$ cat config.mk
export PLATFORM = sky130hd
export DESIGN_NAME = load_store_unit
export DESIGN_NICKNAME = d
export VERILOG_FILES = /design/src/rtl/lsu_pkg.sv /design/src/rtl/lsu_align.sv /design/src/rtl/load_store_unit.sv
export SDC_FILE = /design/constraint.sdc
export NUM_CORES = 1
export LEC_CHECK = 0
export ABC_AREA = 1
export CORE_ASPECT_RATIO = 0.9
export CORE_MARGIN = 4
export CORE_UTILIZATION = 40
export CTS_BUF_LIST = sky130_fd_sc_hd__clkbuf_4 sky130_fd_sc_hd__clkbuf_8 sky130_fd_sc_hd__clkbuf_16
export CTS_CLUSTER_SIZE = 12
export DETAILED_ROUTE_END_ITERATION = 7
export PLACE_DENSITY = 0.82
export SYNTH_ARGS = -nofsm -noshare
export SYNTH_HDL_FRONTEND = slang
export SYNTH_SLANG_ARGS = --single-unit
$ cat constraint.sdc
create_clock -name clk -period 1.4 [get_ports clk]
set_input_delay 0.21 -clock clk [delete_from_list [all_inputs] [get_ports clk]]
set_output_delay 0.21 -clock clk [all_outputs]
set_load 0.005 [all_outputs]
$ cat src/rtl/lsu_pkg.sv
// rtl/lsu_pkg.sv - shared funct3 codes, FSM state type and access-legality helpers for the LSU
package lsu_pkg;

  localparam logic [2:0] F3_B  = 3'b000;
  localparam logic [2:0] F3_H  = 3'b001;
  localparam logic [2:0] F3_W  = 3'b010;
  localparam logic [2:0] F3_BU = 3'b100;
  localparam logic [2:0] F3_HU = 3'b101;

  typedef enum logic [1:0] {
    IDLE = 2'd0,
    REQ  = 2'd1,
    RESP = 2'd2
  } state_e;

  function automatic logic is_valid_funct3(input logic we, input logic [2:0] f3);
    logic ok;
    ok = (f3 == F3_B) || (f3 == F3_H) || (f3 == F3_W);
    if (!we) begin
      ok = ok || (f3 == F3_BU) || (f3 == F3_HU);
    end
    return ok;
  endfunction

  function automatic logic is_misaligned(input logic [2:0] f3, input logic [1:0] off);
    logic mis;
    case (f3)
      F3_H, F3_HU: mis = off[0];
      F3_W:        mis = (off != 2'b00);
      default:     mis = 1'b0;
    endcase
    return mis;
  endfunction

endpackage

$ cat src/rtl/lsu_align.sv
// rtl/lsu_align.sv - store lane strobes/replication and load byte/half extraction with extension
module lsu_align
  import lsu_pkg::*;
(
  input  logic [2:0]  st_funct3_i,
  input  logic [1:0]  st_off_i,
  input  logic [31:0] st_data_i,
  output logic [3:0]  wstrb_o,
  output logic [31:0] wdata_o,
  input  logic [2:0]  ld_funct3_i,
  input  logic [1:0]  ld_off_i,
  input  logic [31:0] ld_word_i,
  output logic [31:0] ld_data_o
);

  logic [31:0] byte_sh;
  logic [31:0] half_sh;

  // Misaligned halfwords fall back to the enclosing aligned half; words ignore the offset.
  always_comb begin
    wstrb_o = 4'b0000;
    wdata_o = st_data_i;
    case (st_funct3_i)
      F3_B: begin
        wstrb_o = 4'b0001 << st_off_i;
        wdata_o = {4{st_data_i[7:0]}};
      end
      F3_H: begin
        wstrb_o = 4'b0011 << {st_off_i[1], 1'b0};
        wdata_o = {2{st_data_i[15:0]}};
      end
      F3_W: begin
        wstrb_o = 4'b1111;
      end
      default: begin
        wstrb_o = 4'b0000;
      end
    endcase
  end

  always_comb begin
    byte_sh   = ld_word_i >> {ld_off_i, 3'b000};
    half_sh   = ld_word_i >> {ld_off_i[1], 4'b0000};
    ld_data_o = ld_word_i;
    case (ld_funct3_i)
      F3_B:    ld_data_o = {{24{byte_sh[7]}}, byte_sh[7:0]};
      F3_BU:   ld_data_o = {24'h000000, byte_sh[7:0]};
      F3_H:    ld_data_o = {{16{half_sh[15]}}, half_sh[15:0]};
      F3_HU:   ld_data_o = {16'h0000, half_sh[15:0]};
      default: ld_data_o = ld_word_i;
    endcase
  end

endmodule

$ cat src/rtl/load_store_unit.sv
// rtl/load_store_unit.sv - single-outstanding load/store unit; MISALIGN_TRAP_EN makes misaligned accesses raise err
module load_store_unit
  import lsu_pkg::*;
#(
  parameter int XLEN        = 32,
  parameter int MEM_TIMEOUT = 16
) (
  input  logic            clk,
  input  logic            rst,
  input  logic            req_valid,
  output logic            req_ready,
  input  logic            req_we,
  input  logic [2:0]      req_funct3,
  input  logic [XLEN-1:0] req_addr,
  input  logic [XLEN-1:0] req_wdata,
  input  logic [4:0]      req_rd,
  output logic            mem_req,
  output logic            mem_we,
  output logic [XLEN-1:0] mem_addr,
  output logic [XLEN-1:0] mem_wdata,
  output logic [3:0]      mem_wstrb,
  input  logic            mem_ack,
  input  logic [XLEN-1:0] mem_rdata,
  output logic            wb_valid,
  output logic [4:0]      wb_rd,
  output logic [XLEN-1:0] wb_data,
  output logic            err
);

  localparam int CW = $clog2(MEM_TIMEOUT + 1);

  state_e          state_q, state_d;
  logic [CW-1:0]   cnt_q, cnt_d;
  logic            we_q, we_d;
  logic [2:0]      f3_q, f3_d;
  logic [1:0]      off_q, off_d;
  logic [4:0]      rd_q, rd_d;
  logic            mem_req_q, mem_req_d;
  logic            mem_we_q, mem_we_d;
  logic [XLEN-1:0] mem_addr_q, mem_addr_d;
  logic [XLEN-1:0] mem_wdata_q, mem_wdata_d;
  logic [3:0]      mem_wstrb_q, mem_wstrb_d;
  logic            wb_valid_q, wb_valid_d;
  logic [4:0]      wb_rd_q, wb_rd_d;
  logic [XLEN-1:0] wb_data_q, wb_data_d;
  logic            err_q, err_d;
  logic            req_bad;

  logic [3:0]      al_wstrb;
  logic [XLEN-1:0] al_wdata;
  logic [XLEN-1:0] al_ld_data;

  lsu_align u_align (
    .st_funct3_i (req_funct3),
    .st_off_i    (req_addr[1:0]),
    .st_data_i   (req_wdata),
    .wstrb_o     (al_wstrb),
    .wdata_o     (al_wdata),
    .ld_funct3_i (f3_q),
    .ld_off_i    (off_q),
    .ld_word_i   (mem_rdata),
    .ld_data_o   (al_ld_data)
  );

  assign req_ready = (state_q == IDLE) && !rst;

`ifdef MISALIGN_TRAP_EN
  assign req_bad = !is_valid_funct3(req_we, req_funct3) ||
                   is_misaligned(req_funct3, req_addr[1:0]);
`else
  assign req_bad = !is_valid_funct3(req_we, req_funct3);
`endif

  always_comb begin
    state_d     = state_q;
    cnt_d       = cnt_q;
    we_d        = we_q;
    f3_d        = f3_q;
    off_d       = off_q;
    rd_d        = rd_q;
    mem_req_d   = mem_req_q;
    mem_we_d    = mem_we_q;
    mem_addr_d  = mem_addr_q;
    mem_wdata_d = mem_wdata_q;
    mem_wstrb_d = mem_wstrb_q;
    wb_valid_d  = 1'b0;
    wb_rd_d     = wb_rd_q;
    wb_data_d   = wb_data_q;
    err_d       = 1'b0;

    case (state_q)
      IDLE: begin
        if (req_valid) begin
          cnt_d = '0;
          we_d  = req_we;
          f3_d  = req_funct3;
          off_d = req_addr[1:0];
          rd_d  = req_rd;
          if (req_bad) begin
            err_d = 1'b1;
          end else begin
            state_d     = REQ;
            mem_req_d   = 1'b1;
            mem_we_d    = req_we;
            mem_addr_d  = {req_addr[XLEN-1:2], 2'b00};
            mem_wdata_d = req_we ? al_wdata : '0;
            mem_wstrb_d = req_we ? al_wstrb : 4'b0000;
          end
        end
      end
      REQ: begin
        if (mem_ack) begin
          mem_req_d   = 1'b0;
          mem_we_d    = 1'b0;
          mem_wstrb_d = 4'b0000;
          if (we_q) begin
            state_d = IDLE;
          end else begin
            state_d    = RESP;
            wb_valid_d = 1'b1;
            wb_rd_d    = rd_q;
            wb_data_d  = al_ld_data;
          end
        end else begin
          cnt_d = cnt_q + 1'b1;
          // Abort once the REQ phase has lasted MEM_TIMEOUT cycles without an ack.
          if (cnt_d == CW'(MEM_TIMEOUT)) begin
            state_d     = IDLE;
            mem_req_d   = 1'b0;
            mem_we_d    = 1'b0;
            mem_wstrb_d = 4'b0000;
            err_d       = 1'b1;
          end
        end
      end
      RESP: begin
        state_d = IDLE;
      end
      default: begin
        state_d = IDLE;
      end
    endcase
  end

  always_ff @(posedge clk) begin
    if (rst) begin
      state_q     <= IDLE;
      cnt_q       <= '0;
      we_q        <= 1'b0;
      f3_q        <= 3'b000;
      off_q       <= 2'b00;
      rd_q        <= 5'd0;
      mem_req_q   <= 1'b0;
      mem_we_q    <= 1'b0;
      mem_addr_q  <= '0;
      mem_wdata_q <= '0;
      mem_wstrb_q <= 4'b0000;
      wb_valid_q  <= 1'b0;
      wb_rd_q     <= 5'd0;
      wb_data_q   <= '0;
      err_q       <= 1'b0;
    end else begin
      state_q     <= state_d;
      cnt_q       <= cnt_d;
      we_q        <= we_d;
      f3_q        <= f3_d;
      off_q       <= off_d;
      rd_q        <= rd_d;
      mem_req_q   <= mem_req_d;
      mem_we_q    <= mem_we_d;
      mem_addr_q  <= mem_addr_d;
      mem_wdata_q <= mem_wdata_d;
      mem_wstrb_q <= mem_wstrb_d;
      wb_valid_q  <= wb_valid_d;
      wb_rd_q     <= wb_rd_d;
      wb_data_q   <= wb_data_d;
      err_q       <= err_d;
    end
  end

  assign mem_req   = mem_req_q;
  assign mem_we    = mem_we_q;
  assign mem_addr  = mem_addr_q;
  assign mem_wdata = mem_wdata_q;
  assign mem_wstrb = mem_wstrb_q;
  assign wb_valid  = wb_valid_q;
  assign wb_rd     = wb_rd_q;
  assign wb_data   = wb_data_q;
  assign err       = err_q;

endmodule

; Yosys cells after proc, flatten, opt, wreduce, memory -nomap -nowiden
; Index checks and enable logic that the tools add are counted.
[op_classes]
n_eq_ne = 13
shift = 4
n_bitwise = 3
reduce_logical = 17
mux = 34
addsub = 1
[ops]
columns = op, count
row1 = $pmux 32 s4, 1
row2 = $pmux 32 s2, 1
row3 = $mux 32, 1
row4 = $shr 32x5->16, 1
row5 = $shr 32x5->8, 1
row6 = $mux 4, 5
row7 = $eq 3x3->1 const B, 4
row8 = $mux 1, 12
row9 = $pmux 4 s3, 1
row10 = $reduce_and 3->1, 4
row11 = $mux 2, 5
row12 = $mux 5, 2
row13 = $pmux 5 s2, 1
row14 = $pmux 4 s2, 1
row15 = $eq 3x1->1 const B, 2
row16 = $logic_not 3->1, 2
row17 = $pmux 1 s2, 3
row18 = $add 5x1->5 const B, 1
row19 = $eq 5x5->1 const B, 1
row20 = $logic_or 1x1->1, 4
row21 = $ne 2x2->1 const B, 2
row22 = $pmux 2 s2, 1
row23 = $reduce_and 4->1, 1
row24 = $shl 1x2->4 const A, 1
row25 = 12 further kinds, 14
[totals]
output_inout_bits = 110
inputBits = 109
wordCells = 87
reg_bits = 125

; Logic depth before layout (Yosys ltp)
[logic_depth]
depth_word = 9
depth_mapped = 10
ltp_nobuf = 10

; Hierarchy
; A second synthesis with hierarchy kept.
[unflattened]
cells_unflattened = 856
hier_area_um2 = 5958.2
[modules_own_cells]
columns = module, area_each_um2, instances, seq_area_each_um2, cells_each
row1 = load_store_unit, 4704.5, 1, 2502.4, 595
row2 = lsu_align, 1253.7, 1, 0.0, 261

; Worst setup path after synthesis
; OpenSTA, ideal clock, no wires.
[synth_timing]
path_kind = flip-flop to flip-flop
from = register state_q[0]
to = register wb_data_q[16] (netlist: wb_data[16])
setup_ps = 115
period_less_slack_ps = 1429
path_slack_ps = -29
arrival_time_ps = 1313
n_path_buf = 2
required_time_ps = 1285
stages_incl_launch_ff = 10
cell_sequence = dfxtp_1 > inv_1 > nor2_1 > nand3_1 > inv_1 > buf_2 > buf_2 > nand2_1 > o21ai_0 > inv_1
[synth_between]
elab_chain_cells = 2
[synth_rtl]
columns = item, line_no
row1 = start: declaration, load_store_unit.sv:32  ; state_e state_q, state_d;
row2 = start signal: assignment, load_store_unit.sv:163  ; state_q <= state_d;
row3 = $eq 2x1->1, load_store_unit.sv:91  ; case (state_q)
row4 = $reduce_and 3->1 (no line), -
row5 = end signal: assignment, load_store_unit.sv:176  ; wb_data_q <= wb_data_d;
row6 = end: declaration, load_store_unit.sv:45  ; logic [XLEN-1:0] wb_data_q, wb_data_d;
; Every way passes these cells.
; A chain may end at the register's enable or synchronous reset.

; Final worst setup path
[layout_timing]
from = register state_q[0]
to = register mem_wdata_q[27] (netlist: mem_wdata[27])
[layout_between]
elab_chain_cells = 2
[layout_rtl]
columns = item, line_no
row1 = $logic_not 2->1, load_store_unit.sv:91
row2 = $reduce_and 3->1 (no line), -
row3 = end signal: assignment, load_store_unit.sv:172  ; mem_wdata_q <= mem_wdata_d;
row4 = end: declaration, load_store_unit.sv:41  ; logic [XLEN-1:0] mem_wdata_q, mem_wdata_d;
; Every way passes these cells.

==> impl_metrics.tcl <==
set metrics [dict create \
    drive_gt1_frac 0.263 \
    place_inst 1250 \
    pre_cts_ws_ns -0.461 \
    worstPathArrival_ns 1.84 \
    syn2layout_area_growth_pct 78.0 \
    portBuffers 216 \
    cts_tree "done" \
    crit_type "flip-flop to flip-flop" \
    hold_viol 0 \
    routabilityCongestion 0.876 \
    clockRootBuffer "clkbuf_16" \
    final.min_clock_period_ns 1.51 \
    design.die.area_um2 16000 \
    cts_buffer_depth 2 \
    synth.distinct_cells 31 \
    grt_pass1_wl_um 30900 \
    die_h_um 120 \
    n_fill_cell 991 \
    endpoint_kind "flip-flop" \
    syn-instance-count 817 \
    drt_iter0_drc 498 \
    cp.required_ns 1.73 \
    clk_pin_slew_worst_paths_ns 0.05 \
    violations "negative setup slack" \
    cts_made_buffers 17 \
    nets 1214 \
    yosysTopAreaCellShare 0.446 \
    cellLeakagePower_nw 4.69 \
    clock-sinks 125 \
    drc 0 \
    tightest_slew_ns 0.700 \
    dp_hpwl_um 13600 \
    vias 6779 \
    core_area_um2 13600 \
    ys_seq_elements 125 \
    grt_pass1_vias 6179 \
    clk_latency_ns 0.41 \
    num_rows 40 \
    syn_area_um2 5610 \
    relSlewSlack 0.529 \
    final_antenna_net_count 0 \
    yosysTopAreaCell "dfxtp_1" \
    ir_drop_uv 934 \
    first_pass_iters 5 \
    grt_max_degree 55 \
    grt_usage 0.240 \
    wire_per_inst_um 17.1 \
    antenna_found_initial 0 \
    outcome "finished, violations left" \
    drt-vias-per-instance 5.19 \
    gr-total-overflow 0 \
    max_freq_mhz 661 \
    start_util 0.414 \
    setup_slack_ns -0.113 \
    cap_violations 0 \
    rsz0062_at_grt "true" \
    crit_fanout 8 \
    fin_cells 1307 \
    htree_levels 4 \
    chipWidth_um 133 \
    yosysSeqAreaShare 0.446 \
    finalSetupViolations 36 \
    drv_slew 0 \
    critPathLaunchType "flip-flop" \
    synthTopCellsByArea "dfxtp_1, nand2_1, a21oi_1, nor2_1, nand3_1" \
    synth_warnings 0 \
    wirelength_um 22400 \
    power_density_nw_per_um2 1080 \
    cts_hold_buf 0 \
    avgSynthCellArea_um2 6.87 \
    clock_skew_ns 0.00888 \
    pin_count 219 \
    hold_path_class "primary input to flip-flop" \
    period_share 1.08 \
]
==> what timing repair did <==
action                                  4_1_cts  5_1_grt
setup buffers                                 4        8
endpoints found under the setup margin      184      114
endpoints found under the hold margin         0        0
gates cloned                                  4       10
pin swaps                                     8       36
gates resized for setup                     157      165
==> worst max-delay path, stage by stage, from the launching register on <==
cell and delay [ns]:
dfxtp_2 0.34, nor2_4 0.12, inv_2 0.06, nor2_4 0.14, and3_4 0.31, clkbuf_16 0.19, nand3_1 0.10, a21oi_1 0.17
==> state kept, by name, indices dropped and copies added (netlist names), 2 cells and up <==
register / cells
mem_wdata: 32
wb_data: 32
mem_addr: 30
cnt_q: 5
rd_q: 5
wb_rd: 5
mem_wstrb: 4
f3_q: 3
off_q: 2
state_q: 2
==> cells by family after synthesis <==
logic type | after synthesis | share of synthesized area
flops | 125 | 0.446
fa+ha+maj | 1 | 0.00223
buf+inv | 119 | 0.0887
compound gates | 179 | 0.169
mux | 1 | 0.00178
simple gates | 390 | 0.290
other cells | 1 | 0.000668
xor+xnor | 1 | 0.00156
==> routing by layer <==
layer / part of all wire / vias to the layer above / track usage
met3: 0.083 / 47 / 0.0686
met2: 0.49 / 329 / 0.403
li1: - / 3233 / -
met5: 0 / - / 0
met4: 0.027 / 0 / 0.0909
met1: 0.40 / 3170 / 0.292
==> Yosys cell counts, drive strengths merged <==
| master | n |
|---|---|
| dfxtp | 125 |
| nand4 | 8 |
| o211ai | 7 |
| nor2 | 115 |
| o21bai | 5 |
| clkbuf | 26 |
| or2 | 16 |
| clkinv | 1 |
| mux2i | 1 |
| o221ai | 4 |
| nor3 | 1 |
| xor2 | 1 |
| and3 | 1 |
| buf | 26 |
| a21oi | 92 |
| nand2 | 180 |
| o21ai | 70 |
| a31oi | 1 |
| ha | 1 |
| conb | 1 |
| inv | 66 |
| nand3 | 69 |
==> path summary, 6_finish.rpt <==
kind | start | to | slack [ns] | cells after the start
hold reg to reg | mem_addr[18]$_SDFFE_PP0P_ | mem_addr[18]$_SDFFE_PP0P_ | 0.45 | 2
setup reg to reg | state_q[0]$_SDFFE_PP0P_ | mem_wdata[27]$_SDFFE_PP0P_ | -0.11 | 7
hold / removal | rst | wb_data[15]$_SDFFE_PP0P_ | 0.28 | 3
setup / recovery | state_q[0]$_SDFFE_PP0P_ | mem_wdata[27]$_SDFFE_PP0P_ | -0.11 | 7
==> cell usage in the layout (no fill, tap or decap), types with 9 or more instances in the layout <==
master	netlist	final
o21ai_1	0	14
dfxtp_2	0	14
inv_1	65	60
dlygate4sd2_1	0	108
a21oi_1	92	50
nor2_1	113	103
nand2_2	1	22
buf_6	1	9
clkbuf_16	0	24
buf_4	5	71
nand2_1	179	134
a21oi_2	0	42
or2_2	16	16
dfxtp_1	125	109
o21ai_0	68	53
clkdlybuf4s50_1	0	104
nand3_1	68	56
nand3_2	1	9
nand2_4	0	23
==> metrics by stage <==
step	hold slack, ns	area, um^2	utilization	setup TNS (ns)	power (mW)
2_1_floorplan	0.345	5620	-	0	4.74
3_3_place_gp	0.435	8430	0.622	-33.09	5.81
3_5_place_dp	0.446	8430	0.622	-35.67	5.84
4_1_cts	0.253	9190	0.678	-0.00607	10.5
5_1_grt	0.274	9990	0.736	-5.66	11.2
6_report	0.276	9990	0.736	-0.853	10.8
==> layout make-up <==
type	count	area, um^2	area share
multi-input combinational	575	3200	0.321
timing repair buffer	318	3150	0.315
tap	189	236	0.0237
clock buffer	25	504	0.0505
clock inverter	7	110	0.0110
inverter	67	258	0.0258
antenna	1	2.50	0.000251
sequential	125	2530	0.253
==> power by group <==
part	leakage, nW	internal [mW]	switching, mW
logic	3.35	1.17	1.15
clock network	0.312	3.03	1.54
registers	1.03	3.76	0.129
(Power assumes the default switching activity.)
